File: src/rtl/subtrator8bits_serial_if.sv
// Handshake and operand/result bundle for the bit-serial 8-bit subtractor.
// master: the requester that issues inicio/a/b; slave: the subtractor itself.
interface subtrator8bits_serial_if;
    logic       inicio;
    logic [7:0] a;
    logic [7:0] b;
    logic       ocupado;
    logic       pronto;
    logic [7:0] diferenca;
    logic       f;
    logic       emprestimo;

    modport master (
        output inicio,
        output a,
        output b,
        input  ocupado,
        input  pronto,
        input  diferenca,
        input  f,
        input  emprestimo
    );

    modport slave (
        input  inicio,
        input  a,
        input  b,
        output ocupado,
        output pronto,
        output diferenca,
        output f,
        output emprestimo
    );
endinterface

File: src/rtl/subtrator8bits_serial.sv
// Bit-serial 8-bit two's-complement subtractor: diferenca = a - b, one bit per
// clock, LSB first, with an inicio/pronto handshake. Reports signed overflow (f)
// and unsigned borrow (emprestimo). Results change only at completion.
// Optional build macro SUBTRATOR_SATURA_EN: saturate diferenca on signed overflow
// (8'h7F for positive overflow, 8'h80 for negative); f/emprestimo unaffected.
module subtrator8bits_serial (
    input  logic                          clk,
    input  logic                          rst_n,
    subtrator8bits_serial_if.slave        bus
);

    typedef enum logic [1:0] {
        OCIOSO  = 2'd0,
        CALCULA = 2'd1,
        FIM     = 2'd2
    } estado_t;

    // One full-subtractor bit: returns {borrow_out, difference}.
    function automatic logic [1:0] sub_bit(input logic ai, input logic bi, input logic bin);
        logic d;
        logic bout;
        d    = ai ^ bi ^ bin;
        bout = (~ai & bi) | (~(ai ^ bi) & bin);
        return {bout, d};
    endfunction

    estado_t    estado_r;
    estado_t    prox_s;

    logic [7:0] a_sr_r;
    logic [7:0] b_sr_r;
    logic [7:0] res_sr_r;
    logic [2:0] cnt_r;
    logic       br_r;

    logic       ocupado_r;
    logic       pronto_r;
    logic [7:0] diferenca_r;
    logic       f_r;
    logic       emprestimo_r;

    logic       carrega_s;
    logic       desloca_s;
    logic       ultimo_s;
    logic [1:0] bit_s;
    logic [7:0] res_full_s;
    logic       ovf_s;
    logic [7:0] res_final_s;

    // Current-bit datapath: the operand shift registers always present bit i at [0].
    always_comb begin
        bit_s      = sub_bit(a_sr_r[0], b_sr_r[0], br_r);
        res_full_s = {bit_s[0], res_sr_r[7:1]};
        // On the last bit a_sr_r[0]/b_sr_r[0] hold the captured sign bits a7/b7.
        ovf_s      = (a_sr_r[0] != b_sr_r[0]) & (bit_s[0] != a_sr_r[0]);
`ifdef SUBTRATOR_SATURA_EN
        if (ovf_s) begin
            res_final_s = a_sr_r[0] ? 8'h80 : 8'h7F;
        end else begin
            res_final_s = res_full_s;
        end
`else
        res_final_s = res_full_s;
`endif
    end

    // Next-state logic and per-state datapath controls.
    always_comb begin
        prox_s    = estado_r;
        carrega_s = 1'b0;
        desloca_s = 1'b0;
        ultimo_s  = 1'b0;
        case (estado_r)
            OCIOSO: begin
                if (bus.inicio) begin
                    carrega_s = 1'b1;
                    prox_s    = CALCULA;
                end else begin
                    prox_s    = OCIOSO;
                end
            end
            CALCULA: begin
                desloca_s = 1'b1;
                if (cnt_r == 3'd7) begin
                    ultimo_s = 1'b1;
                    prox_s   = FIM;
                end else begin
                    prox_s   = CALCULA;
                end
            end
            FIM: begin
                prox_s = OCIOSO;
            end
            default: begin
                prox_s = OCIOSO;
            end
        endcase
    end

    // State register plus Moore status flags derived from the next state.
    always_ff @(posedge clk or negedge rst_n) begin
        if (!rst_n) begin
            estado_r  <= OCIOSO;
            ocupado_r <= 1'b0;
            pronto_r  <= 1'b0;
        end else begin
            estado_r  <= prox_s;
            ocupado_r <= (prox_s == CALCULA);
            pronto_r  <= (prox_s == FIM);
        end
    end

    // Operand capture, serial shift/borrow chain and result registers.
    always_ff @(posedge clk or negedge rst_n) begin
        if (!rst_n) begin
            a_sr_r       <= 8'h00;
            b_sr_r       <= 8'h00;
            res_sr_r     <= 8'h00;
            cnt_r        <= 3'd0;
            br_r         <= 1'b0;
            diferenca_r  <= 8'h00;
            f_r          <= 1'b0;
            emprestimo_r <= 1'b0;
        end else if (carrega_s) begin
            a_sr_r <= bus.a;
            b_sr_r <= bus.b;
            cnt_r  <= 3'd0;
            br_r   <= 1'b0;
        end else if (desloca_s) begin
            a_sr_r   <= {1'b0, a_sr_r[7:1]};
            b_sr_r   <= {1'b0, b_sr_r[7:1]};
            res_sr_r <= res_full_s;
            cnt_r    <= cnt_r + 3'd1;
            br_r     <= bit_s[1];
            if (ultimo_s) begin
                diferenca_r  <= res_final_s;
                f_r          <= ovf_s;
                emprestimo_r <= bit_s[1];
            end
        end
    end

    assign bus.ocupado    = ocupado_r;
    assign bus.pronto     = pronto_r;
    assign bus.diferenca  = diferenca_r;
    assign bus.f          = f_r;
    assign bus.emprestimo = emprestimo_r;

endmodule
File: src/flat_wrapper.sv
// flat-port wrapper written by rule: the top's interface ports become plain ports
module subtrator8bits_serial_flat 
  (clk, rst_n, bus_inicio, bus_a, bus_b, bus_ocupado, bus_pronto, bus_diferenca, bus_f, bus_emprestimo);
  subtrator8bits_serial_if bus_i ();
  input  logic clk;
  input  logic rst_n;
  input wire logic [$bits(bus_i.inicio)-1:0] bus_inicio;
  input wire logic [$bits(bus_i.a)-1:0] bus_a;
  input wire logic [$bits(bus_i.b)-1:0] bus_b;
  output wire logic [$bits(bus_i.ocupado)-1:0] bus_ocupado;
  output wire logic [$bits(bus_i.pronto)-1:0] bus_pronto;
  output wire logic [$bits(bus_i.diferenca)-1:0] bus_diferenca;
  output wire logic [$bits(bus_i.f)-1:0] bus_f;
  output wire logic [$bits(bus_i.emprestimo)-1:0] bus_emprestimo;
  assign bus_i.inicio = bus_inicio;
  assign bus_i.a = bus_a;
  assign bus_i.b = bus_b;
  assign bus_ocupado = bus_i.ocupado;
  assign bus_pronto = bus_i.pronto;
  assign bus_diferenca = bus_i.diferenca;
  assign bus_f = bus_i.f;
  assign bus_emprestimo = bus_i.emprestimo;
  subtrator8bits_serial u_core (.clk(clk), .rst_n(rst_n), .bus(bus_i));
endmodule
File: config.mk
export PLATFORM = sky130hd
export DESIGN_NAME = subtrator8bits_serial_flat
export DESIGN_NICKNAME = d
export VERILOG_FILES = /design/src/rtl/subtrator8bits_serial_if.sv /design/src/rtl/subtrator8bits_serial.sv /design/src/flat_wrapper.sv
export SDC_FILE = /design/constraint.sdc
export NUM_CORES = 1
export LEC_CHECK = 0
export ABC_AREA = 1
export BUFFER_PORTS_ARGS = -buffer_cell sky130_fd_sc_hd__buf_2
export CORE_ASPECT_RATIO = 2
export CORE_MARGIN = 2
export CORE_UTILIZATION = 40
export DETAILED_ROUTE_END_ITERATION = 7
export GPL_ROUTABILITY_DRIVEN = 0
export GPL_TIMING_DRIVEN = 0
export HOLD_SLACK_MARGIN = 0.12
export SLEW_MARGIN = 20
export SYNTH_ARGS = -nofsm -noshare
export SYNTH_HDL_FRONTEND = slang
export SYNTH_SLANG_ARGS = --single-unit
File: constraint.sdc
create_clock -name clk -period 1.55 [get_ports clk]
set_input_delay 0.0775 -clock clk [delete_from_list [all_inputs] [get_ports clk]]
set_output_delay 0.0775 -clock clk [all_outputs]
set_load 0.05 [all_outputs]
==> reports/qor.txt, run 1 <==
clock root buffer: clkbuf_8
post-synthesis compound-gate area fraction: 0.0720
final wirelength: 3860 microns
Initial Util: 0.415
maximum number of pins on one net before global-route repair: 42
hold depth: 4
worst flop-to-flop path startpoint: u_core.br_r
remaining global-route overflow: 0
final worst setup slack: 146 ps
Area Growth Syn to Fin: 26.2%
hold endpoint: u_core.a_sr_r[2]
first-pass GRT wire length: 6710 microns
FF+latch count, synth: 41
antenna cell count: 0
share of layout cells above drive strength 1: 0.243
Hold Path Class: in -> reg
minimum clock period: 1400 ps
mux contribution to synthesized area: 0
drt initial violations: 27
Syn Nets: 236
Worst-Margin Slew: 919 ps
unrepaired setup endpoints after global routing: no
vias in the first global route: 1,500
Via Count: 1,534
Required @ worst endpoint: 1790 ps
hold_sp: bus_inicio
post-CTS sizing: 0
nets@finish: 289
CP Class: reg -> reg
Post-Syn Area: 1930 sq um
Setup crit end kind: register
Global Route Usage Sum: 0.171
row count: 35
Slew headroom: 0.387
Top Ports: 31
final setup violation count: 0
critical path data arrival time: 1650 ps
Clock Sinks: 41
TritonCTS clock tree: built
Post-DRT Antenna Nets: 0
peak supply drop: 1.21 mV
Clock Tree Buf Depth: 2
Synth Area in XOR/XNOR: 0
Core ar.: 4640 sq um
PwrDens: 2020 nW/um^2
HPWL Detailed: 2700 microns
Design Area, Final: 2430 sq um
initial antenna violation count: 0
Residual DRC: 0
Ys Warns: 0
Mapped Cells: 213
post-synthesis cell type count: 18
DIE AREA: 5430 sq um
Final Cycle Share: 0.906
clock buffer count from CTS: 5
Adder-Cell Fraction of Synth Area: 0.0299
R2R cell count: 5
Final Skew: 6.41 ps
Leak Pwr: 1.28 nW
MaxCap Viol Count: 0
overall die height: 102 microns
area post-placement: 2140 sq um
Clk pin slew, worst setup/hold paths: 80 ps
Layout Utilization: 0.524
WL/cell: 12.0 microns
H-Tree Depth: 2
Clock Latency Late Sink: 290 ps
Final Max Tran Viols: 0
status: finished, final reports clean
Setup crit start kind: register
Synth Area per Inst: 9.05 sq um
Via density: 4.76
fmax: 0.712 GHz
Hold Violations, Final: 0
Seq/Total Area, Yosys: 0.532
Worst R2R End: u_core.bus.f
largest family of logic cells by synthesized area: simple AND/OR/NAND/NOR gates
R2R Setup Slk: 150 ps
simple-gate share of the synthesized area: 0.295
pre-CTS setup slack: 153 ps
critical path peak fanout: 4
Port Buffers: 29
TNS Setup: 0 ps
total power: 0.00492 W
Pre-antenna DRT Iters: 4
die width: 53.1 microns
Yosys cell counts (all sizes together):
library cell  count  area [sq um]
nand3            19          95.1
buf              11          87.6
dfrtp            41          1030
a21oi             1          5.00
nand3b           12          90.1
o21ai            20           134
fa                1          20.0
inv              12          45.1
clkbuf            1          5.00
nand2            88           345
nor2              4          37.5
ha                3          37.5
critical path, cell delays in order (launching register included):
cell,delay (ps)
dfrtp_1,410
fa_1,630
inv_1,60
a21oi_1,120
nand3_1,80
nand2_1,60
report_power, final:
group	internal, W	total [W]	switching [W]
sequential	0.00154	0.00179	0.000244
combinational	0.000746	0.00223	0.00148
clock	0.000524	0.000907	0.000384
worst max path at each step:
stage                    startpoint                       to  slack (ps)  cells past startpoint
global route        u_core.cnt_r[0]  u_core.bus.diferenca[0]          50                      6
floorplan               u_core.br_r             u_core.bus.f         240                      5
global placement        u_core.br_r             u_core.bus.f         160                      5
detailed placement      u_core.br_r             u_core.bus.f         150                      5
finish                  u_core.br_r             u_core.bus.f         150                      5
CTS                     u_core.br_r             u_core.bus.f         130                      5
metal layers:
metal | share of wire | global-route usage | vias up
met5 | 0 | 0 | -
li1 | - | - | 784
met4 | 0.021 | 0.0848 | 0
met1 | 0.39 | 0.179 | 717
met3 | 0.030 | 0.0395 | 6
met2 | 0.55 | 0.309 | 27
per-stage QoR:
stage,std cells,hold WS (ps)
global route,322,217
global placement,297,269
floorplan,213,-218
finish,322,179
detailed placement,297,273
CTS,322,171
sequential cells by signal (all words and copies together), names as in the netlist:
name / cells
u_core.a_sr_r: 8
u_core.b_sr_r: 8
u_core.bus.diferenca: 8
u_core.res_sr_r: 7
u_core.cnt_r: 3
u_core.estado_r: 2
u_core.br_r: 1
u_core.bus.emprestimo: 1
u_core.bus.f: 1
u_core.bus.ocupado: 1
u_core.bus.pronto: 1
final cells by class:
cell class / count / area (sq um)
sequential: 41 / 1030
inverter: 12 / 45.0
multi-input combinational: 148 / 764
clock inverter: 2 / 37.5
buffer: 12 / 92.6
fill: 473 / 2210
tap: 55 / 68.8
clock buffer: 6 / 82.6
timing repair buffer: 46 / 315
cell usage in the layout (no fill, tap or decap):
cell           synthesis  layout
nand3b_1              12      12
a21oi_1                1       1
ha_1                   3       3
dlygate4sd3_1          0      17
nand2_4                2       2
buf_2                  4      33
inv_2                  2       2
nand2_1               86      86
o21ai_2                9       9
bufinv_16              0       1
o21ai_0               11      11
buf_4                  3       3
fa_1                   1       1
nor2_1                 1       1
buf_6                  4       4
dfrtp_1               41      41
nand3_1               19      19
nor2_4                 3       3
clkbuf_8               0       6
clkbuf_2               1       1
clkinvlp_4             0       1
inv_1                 10      10
kinds of logic after synthesis:
family          Yosys count
compound gates           21
fa+ha+maj                 4
buf+inv                  24
flops                    41
simple gates            123
repair_timing:
action                                 CTS  global route
buffers inserted                         0             0
hold buffers                            17             0
endpoints found under the hold margin   57             0
Note: power is estimated with default switching activity, not from simulation.
==> run 2, diff against run 1 <==
--- a/config.mk
+++ b/config.mk
@@ -14,6 +14,7 @@
 export GPL_ROUTABILITY_DRIVEN = 0
 export GPL_TIMING_DRIVEN = 0
 export HOLD_SLACK_MARGIN = 0.12
+export SETUP_SLACK_MARGIN = 0.5
 export SLEW_MARGIN = 20
 export SYNTH_ARGS = -nofsm -noshare
 export SYNTH_HDL_FRONTEND = slang
==> run 2 against run 1 <==
  * The flow now finishes with violations (hold timing)
  * Critical endpoint unchanged
  * Count of clock-buffer cells in the layout decreased by 1
  * Combinational power increased by 54%
  * Flip-flop and latch count unchanged
  * Wire length increased by 27%
  * Hold slack got worse by 260 ps
  * Largest cell class unchanged
  * Critical path depth increased by 1
  * Via count increased by 10%
  * Die area unchanged
  * Core utilization increased by 10 points
  * Largest power group unchanged
  * First-iteration DRC count decreased by 26%
  * Global-route usage increased by 2.0 points
  * Non-clock buffer count increased by 28
==> reports/qor.txt, run 2 (synthesis gave the netlist of run 1 again) <==
fill cell count: 440 (was 473)
WL/cell: 14.0 microns (was 12.0 microns)
CP Class: reg -> reg (unchanged)
pre-CTS setup slack: 141 ps (was 153 ps)
final setup violation count: 0 (unchanged)
CTS Hold Bufs: 16 (was 17)
share of layout cells above drive strength 1: 0.449 (was 0.243)
Leak Pwr: 1.46 nW (was 1.28 nW)
HPWL Detailed: 2760 microns (was 2700 microns)
PwrDens: 2100 nW/um^2 (was 2020 nW/um^2)
critical path peak fanout: 4 (unchanged)
clock buffer count from CTS: 5 (unchanged)
Final Max Tran Viols: 0 (unchanged)
TNS Setup: 0 ps (unchanged)
Final Skew: 2.63 ps (was 6.41 ps)
drt initial violations: 20 (was 27)
vias in the first global route: 1,608 (was 1,500)
Via density: 4.84 (was 4.76)
DIE AREA: 5430 sq um (unchanged)
Setup crit end kind: register (unchanged)
failing checks: hold timing
H-Tree Depth: 2 (unchanged)
Via Count: 1,690 (was 1,534)
unrepaired setup endpoints after global routing: yes (was no)
Initial Util: 0.415 (unchanged)
Hold Violations, Final: 41 (was 0)
maximum number of pins on one net before global-route repair: 42 (unchanged)
fmax: 0.705 GHz (was 0.712 GHz)
Clock Sinks: 41 (unchanged)
Residual DRC: 0 (unchanged)
Core ar.: 4640 sq um (unchanged)
peak supply drop: 1.12 mV (was 1.21 mV)
remaining global-route overflow: 0 (unchanged)
Worst-Margin Slew: 930 ps (was 919 ps)
overall die height: 102 microns (unchanged)
Hold Path Class: in -> async (was in -> reg)
initial antenna violation count: 0 (unchanged)
Clk pin slew, worst setup/hold paths: 80 ps (about the same)
minimum clock period: 1420 ps (was 1400 ps)
Pre-antenna DRT Iters: 4 (unchanged)
final worst setup slack: 131 ps (was 146 ps)
clock root buffer: clkbuf_8 (unchanged)
Clock Latency Late Sink: 290 ps (about the same)
Design Area, Final: 2910 sq um (was 2430 sq um)
Hold WS: -77.3 ps (was 179 ps)
Slew headroom: 0.380 (was 0.387)
critical path data arrival time: 1650 ps (about the same)
Top Ports: 31 (unchanged)
status: complete, but fails checks (was finished, final reports clean)
first-pass GRT wire length: 7530 microns (was 6710 microns)
Clock Tree Buf Depth: 2 (unchanged)
Port Buffers: 29 (unchanged)
TritonCTS clock tree: built (unchanged)
area post-placement: 2170 sq um (was 2140 sq um)
row count: 35 (unchanged)
Global Route Usage Sum: 0.191 (was 0.171)
most frequent cells in the layout: nand2_1 (59), dfrtp_1 (40), buf_2 (31) (was nand2_1 (86), dfrtp_1 (41), buf_2 (33))
final wirelength: 4890 microns (was 3860 microns)
most common cell after layout, fill and taps aside: nand2_1 (unchanged)
die width: 53.1 microns (unchanged)
Post-DRT Antenna Nets: 0 (unchanged)
Final Cycle Share: 0.915 (was 0.906)
antenna cell count: 0 (unchanged)
Area Growth Syn to Fin: 50.7% (was 26.2%)
MaxCap Viol Count: 0 (unchanged)
Setup crit start kind: register (unchanged)
nets@finish: 317 (was 289)
Required @ worst endpoint: 1780 ps (was 1790 ps)
-- run 2: worst max-delay path, cell delays in order, from the launching register on --
cell and delay [ps]:
dfrtp_1 380, inv_2 70, fa_2 610, inv_1 60, a21oi_2 100, nand3_1 80
nand2_1 60
-- run 2: cell type report --
class,instances,area (sq um),area share
Clock buffer,5,68.8,0.0237
Multi-Input combinational cell,148,917,0.316
Buffer,12,131,0.0452
Inverter,12,50.0,0.0172
Tap cell,55,68.8,0.0237
Timing Repair Buffer,74,607,0.209
Sequential cell,41,1030,0.354
Clock inverter,2,35.0,0.0121
-- run 2: per-layer routing --
layer | track usage | share of wire | up-vias
met4 | 0.0671 | 0.022 | 0
li1 | - | - | 836
met1 | 0.205 | 0.37 | 813
met3 | 0.0336 | 0.021 | 11
met2 | 0.360 | 0.59 | 30
met5 | 0 | 0 | -
-- run 2: metrics by stage --
step,std cells,util,power [W],hold slack [ps]
6_report,349,0.626,0.00611,-77.3
5_1_grt,349,0.626,0.00650,-8.91
4_1_cts,339,0.598,0.00573,-43.6
3_5_place_dp,297,0.467,0.00412,271
3_3_place_gp,297,0.467,0.00406,273
2_1_floorplan,213,-,0.00359,-218
-- run 2: worst paths after layout --
check / start / to / slack [ps] / cells after the start
worst max-delay path: u_core.a_sr_r[0] / u_core.bus.f / 130 / 6
worst min-delay path: rst_n / u_core.bus.diferenca[3] / -80 / 1
worst max register to register: u_core.a_sr_r[0] / u_core.bus.f / 130 / 6
worst min register to register: u_core.b_sr_r[5] / u_core.b_sr_r[5] / 480 / 2
max in group asynchronous: rst_n / u_core.estado_r[1] / 990 / 1
min in group clk: bus_inicio / u_core.a_sr_r[3] / 200 / 4
-- run 2: power breakdown --
group          switching, W  internal [W]
logic               0.00191       0.00153
registers          0.000289       0.00154
clock network      0.000374      0.000469
-- run 2: timing repair --
item,4_1_cts,5_1_grt
setup endpoints to repair,41,41
cloned,7,0
gates resized for setup,63,23
pin swaps,14,11
buffers inserted,12,10
endpoints found under the hold margin,57,41
==> run 3, diff against run 2 <==
--- a/config.mk
+++ b/config.mk
@@ -5,7 +5,6 @@
 export SDC_FILE = /design/constraint.sdc
 export NUM_CORES = 1
 export LEC_CHECK = 0
-export ABC_AREA = 1
 export BUFFER_PORTS_ARGS = -buffer_cell sky130_fd_sc_hd__buf_2
 export CORE_ASPECT_RATIO = 2
 export CORE_MARGIN = 2
==> run 3 against run 2 <==
  * Wire length fell by 10%
  * Flip-flop and latch count did not move
  * Largest power group unchanged
  * The run still ends with hold timing left
  * Highest routed layer unchanged
  * Via count fell by 12%
  * Die area fell by 9.9%
  * Hold slack got worse by 11 ps
  * Combinational power fell by 2%
  * Largest cell class unchanged
  * Global-route usage rose by 0.41 points
  * Sequential share of layout area rose by 1.4 points
==> reports/qor.txt, run 3 <==
CP Class: reg -> reg (unchanged)
Area Growth Syn to Fin: 62.2% (was 50.7%)
first-pass GRT wire length: 7180 microns (was 7530 microns)
WL/cell: 14.9 microns (was 14.0 microns)
Clock Tree Buf Depth: 2 (unchanged)
Setup crit start kind: register (unchanged)
Hold Violations, Final: 41 (unchanged)
Max stage delay on crit path: 390 ps (was 610 ps)
DIE AREA: 4890 sq um (was 5430 sq um)
initial antenna violation count: 0 (unchanged)
slowest stage cell, crit path: dfrtp_1 (was fa_2)
Final Skew: 4.14 ps (was 2.63 ps)
largest delay contributor family on the critical path: flip-flops (was adder cells)
Slew headroom: 0.400 (was 0.380)
worst flop-to-flop path startpoint: u_core.cnt_r[0] (was u_core.a_sr_r[0])
top cell type's share of synthesized area: 0.594 (was 0.532)
failing checks: hold timing (unchanged)
die width: 50.5 microns (was 53.1 microns)
FF+latch count, synth: 41 (unchanged)
WP depth: 5 (was 6)
vias in the first global route: 1,562 (was 1,608)
Ys Warns: 0 (unchanged)
final wirelength: 4400 microns (was 4890 microns)
Post-Syn Area: 1730 sq um (was 1930 sq um)
Syn Nets: 192 (was 236)
Via density: 5.02 (was 4.84)
Seq/Total Area, Yosys: 0.594 (was 0.532)
Pre-antenna DRT Iters: 4 (unchanged)
maximum number of pins on one net before global-route repair: 42 (unchanged)
Top Ports: 31 (unchanged)
final setup violation count: 0 (unchanged)
Via Count: 1,482 (was 1,690)
total power: 0.00603 W (was 0.00611 W)
Synth Area in XOR/XNOR: 0.00507 (was 0)
H-Tree Depth: 2 (unchanged)
Hold WS: -88.4 ps (was -77.3 ps)
status: complete, but fails checks (unchanged)
Setup crit end kind: register (unchanged)
top cells by count, synth: nand2_1 (56), dfrtp_1 (41), a31oi_1 (12), nor2_1 (12), mux2_2 (8) (was nand2_1 (86), dfrtp_1 (41), nand3_1 (19), nand3b_1 (12), o21ai_0 (11))
Post-synth EDFFs: 0 (unchanged)
Leak Pwr: 1.36 nW (was 1.46 nW)
leading post-synthesis cells by cell area: dfrtp_1 (59%), nand2_1 (12%), mux2_2 (5.2%) (was dfrtp_1 (53%), nand2_1 (17%), nand3_1 (4.9%))
most frequent cell after synthesis: nand2_1 (unchanged)
Initial Util: 0.418 (was 0.415)
critical path data arrival time: 1680 ps (was 1650 ps)
peak supply drop: 1.11 mV (was 1.12 mV)
TNS Setup: 0 ps (unchanged)
post-synthesis compound-gate area fraction: 0.0725 (was 0.0720)
Core ar.: 4130 sq um (was 4640 sq um)
unrepaired setup endpoints after global routing: yes (unchanged)
TritonCTS clock tree: built (unchanged)
Required @ worst endpoint: 1730 ps (was 1780 ps)
worst path cell trace: ha_2 > ha_4 > nand3b_1 > buf_6 > mux2_4 (was inv_2 > fa_2 > inv_1 > a21oi_2 > nand3_1 > nand2_1)
Residual DRC: 0 (unchanged)
Synth Area per Inst: 10.2 sq um (was 9.05 sq um)
crit path from: u_core.cnt_r[0] (was u_core.a_sr_r[0])
post-synthesis cell type count: 24 (was 18)
area leader, netlist: dfrtp_1 (unchanged)
simple-gate share of the synthesized area: 0.192 (was 0.295)
nets@finish: 265 (was 317)
Post-DRT Antenna Nets: 0 (unchanged)
Clock Sinks: 41 (unchanged)
fmax: 0.666 GHz (was 0.705 GHz)
Port Buffers: 30 (was 29)
overall die height: 96.9 microns (was 102 microns)
most common cell after layout, fill and taps aside: nand2_1 (unchanged)
Final Cycle Share: 0.969 (was 0.915)
Clock Latency Late Sink: 290 ps (about the same)
ys flop type: dfrtp_1 (unchanged)
asr flop ratio synth: 1.00 (unchanged)
CTS Hold Bufs: 16 (unchanged)
HPWL Detailed: 2530 microns (was 2760 microns)
drt initial violations: 34 (was 20)
largest family of logic cells by synthesized area: simple AND/OR/NAND/NOR gates (unchanged)
mux contribution to synthesized area: 0.0522 (was 0)
Adder-Cell Fraction of Synth Area: 0.0333 (was 0.0299)
critical path peak fanout: 7 (was 4)
Clk pin slew, worst setup/hold paths: 70 ps (was 80 ps)
PwrDens: 2150 nW/um^2 (was 2100 nW/um^2)
clock buffer count from CTS: 5 (unchanged)
most frequent cells in the layout: nand2_1 (49), dfrtp_1 (39), buf_2 (30) (was nand2_1 (59), dfrtp_1 (40), buf_2 (31))
Mapped Cells: 169 (was 213)
row count: 33 (was 35)
Global Route Usage Sum: 0.196 (was 0.191)
Worst-Margin Slew: 901 ps (was 930 ps)
R2R cell count: 5 (was 6)
remaining global-route overflow: 0 (unchanged)
MaxCap Viol Count: 0 (unchanged)
clock root buffer: clkbuf_8 (unchanged)
share of layout cells above drive strength 1: 0.502 (was 0.449)
Final Max Tran Viols: 0 (unchanged)
WP buf/inv: 1 (was 2)
Hold Path Class: in -> async (unchanged)
antenna cell count: 0 (unchanged)
minimum clock period: 1500 ps (was 1420 ps)
-- run 3: changes by cell type after synthesis, moves of 8 or more --
cell,delta
nor2_1,+11
a31oi_1,+12
nand3b_1,-11
nand3_1,-12
o21ai_2,-9
mux2_2,+8
nand2_1,-30
-- run 3: metal layers --
layer / track usage / wire (microns) / vias to the layer above
li1: - / - / 701
met1: 0.208 / 1570 / 733
met2: 0.348 / 2550 / 38
met3: 0.0386 / 147 / 10
met4: 0.102 / 124 / 0
met5: 0 / 0 / -
-- run 3: metrics by stage --
step / instance area [sq um] / setup slack, ps / utilization / instances
after floorplan: 1790 / 81.8 / - / 169
after global placement: 2010 / -37.0 / 0.486 / 251
after detailed placement: 2010 / -43.9 / 0.486 / 251
after CTS: 2640 / 68.7 / 0.639 / 292
after global routing: 2800 / -8.29 / 0.678 / 295
final: 2800 / 48.7 / 0.678 / 295
-- run 3: layout make-up --
class / instances / area (sq um)
plain buffers: 11 / 154
clock buffers: 7 / 96.3
clock inverters: 1 / 5.00
fillers: 309 / 1330
inverters: 3 / 11.3
multi-input cells: 114 / 897
flip-flops and latches: 41 / 1030
well taps: 52 / 65.1
repair buffers: 66 / 543
-- run 3: path summary, 6_finish.rpt --
check | endpoint | slack, ps
max | u_core.bus.diferenca[6] | 50
min | u_core.bus.emprestimo | -90
max reg2reg | u_core.bus.diferenca[6] | 50
min reg2reg | u_core.bus.diferenca[7] | 480
max in group asynchronous | u_core.b_sr_r[0] | 1030
min in group clk | u_core.a_sr_r[0] | 310
-- run 3: repair_timing --
action	in CTS	in global routing
gates cloned	3	0
hold endpoints to repair	57	41
pin swaps	9	10
buffers inserted	14	3
resized for setup	54	36
endpoints found under the setup margin	41	41
-- run 3: cell families after synthesis --
| family | Yosys count |
|---|---|
| AO/OA/AOI/OAI | 20 |
| XOR/XNOR | 1 |
| adder cells (fa/ha/maj) | 4 |
| buffers and inverters | 14 |
| flip-flops | 41 |
| multiplexers | 8 |
| AND/OR/NAND/NOR | 81 |
-- run 3: power by group --
part | internal (W) | switching, W
logic | 0.00157 | 0.00179
clock network | 0.000402 | 0.000361
registers | 0.00157 | 0.000334
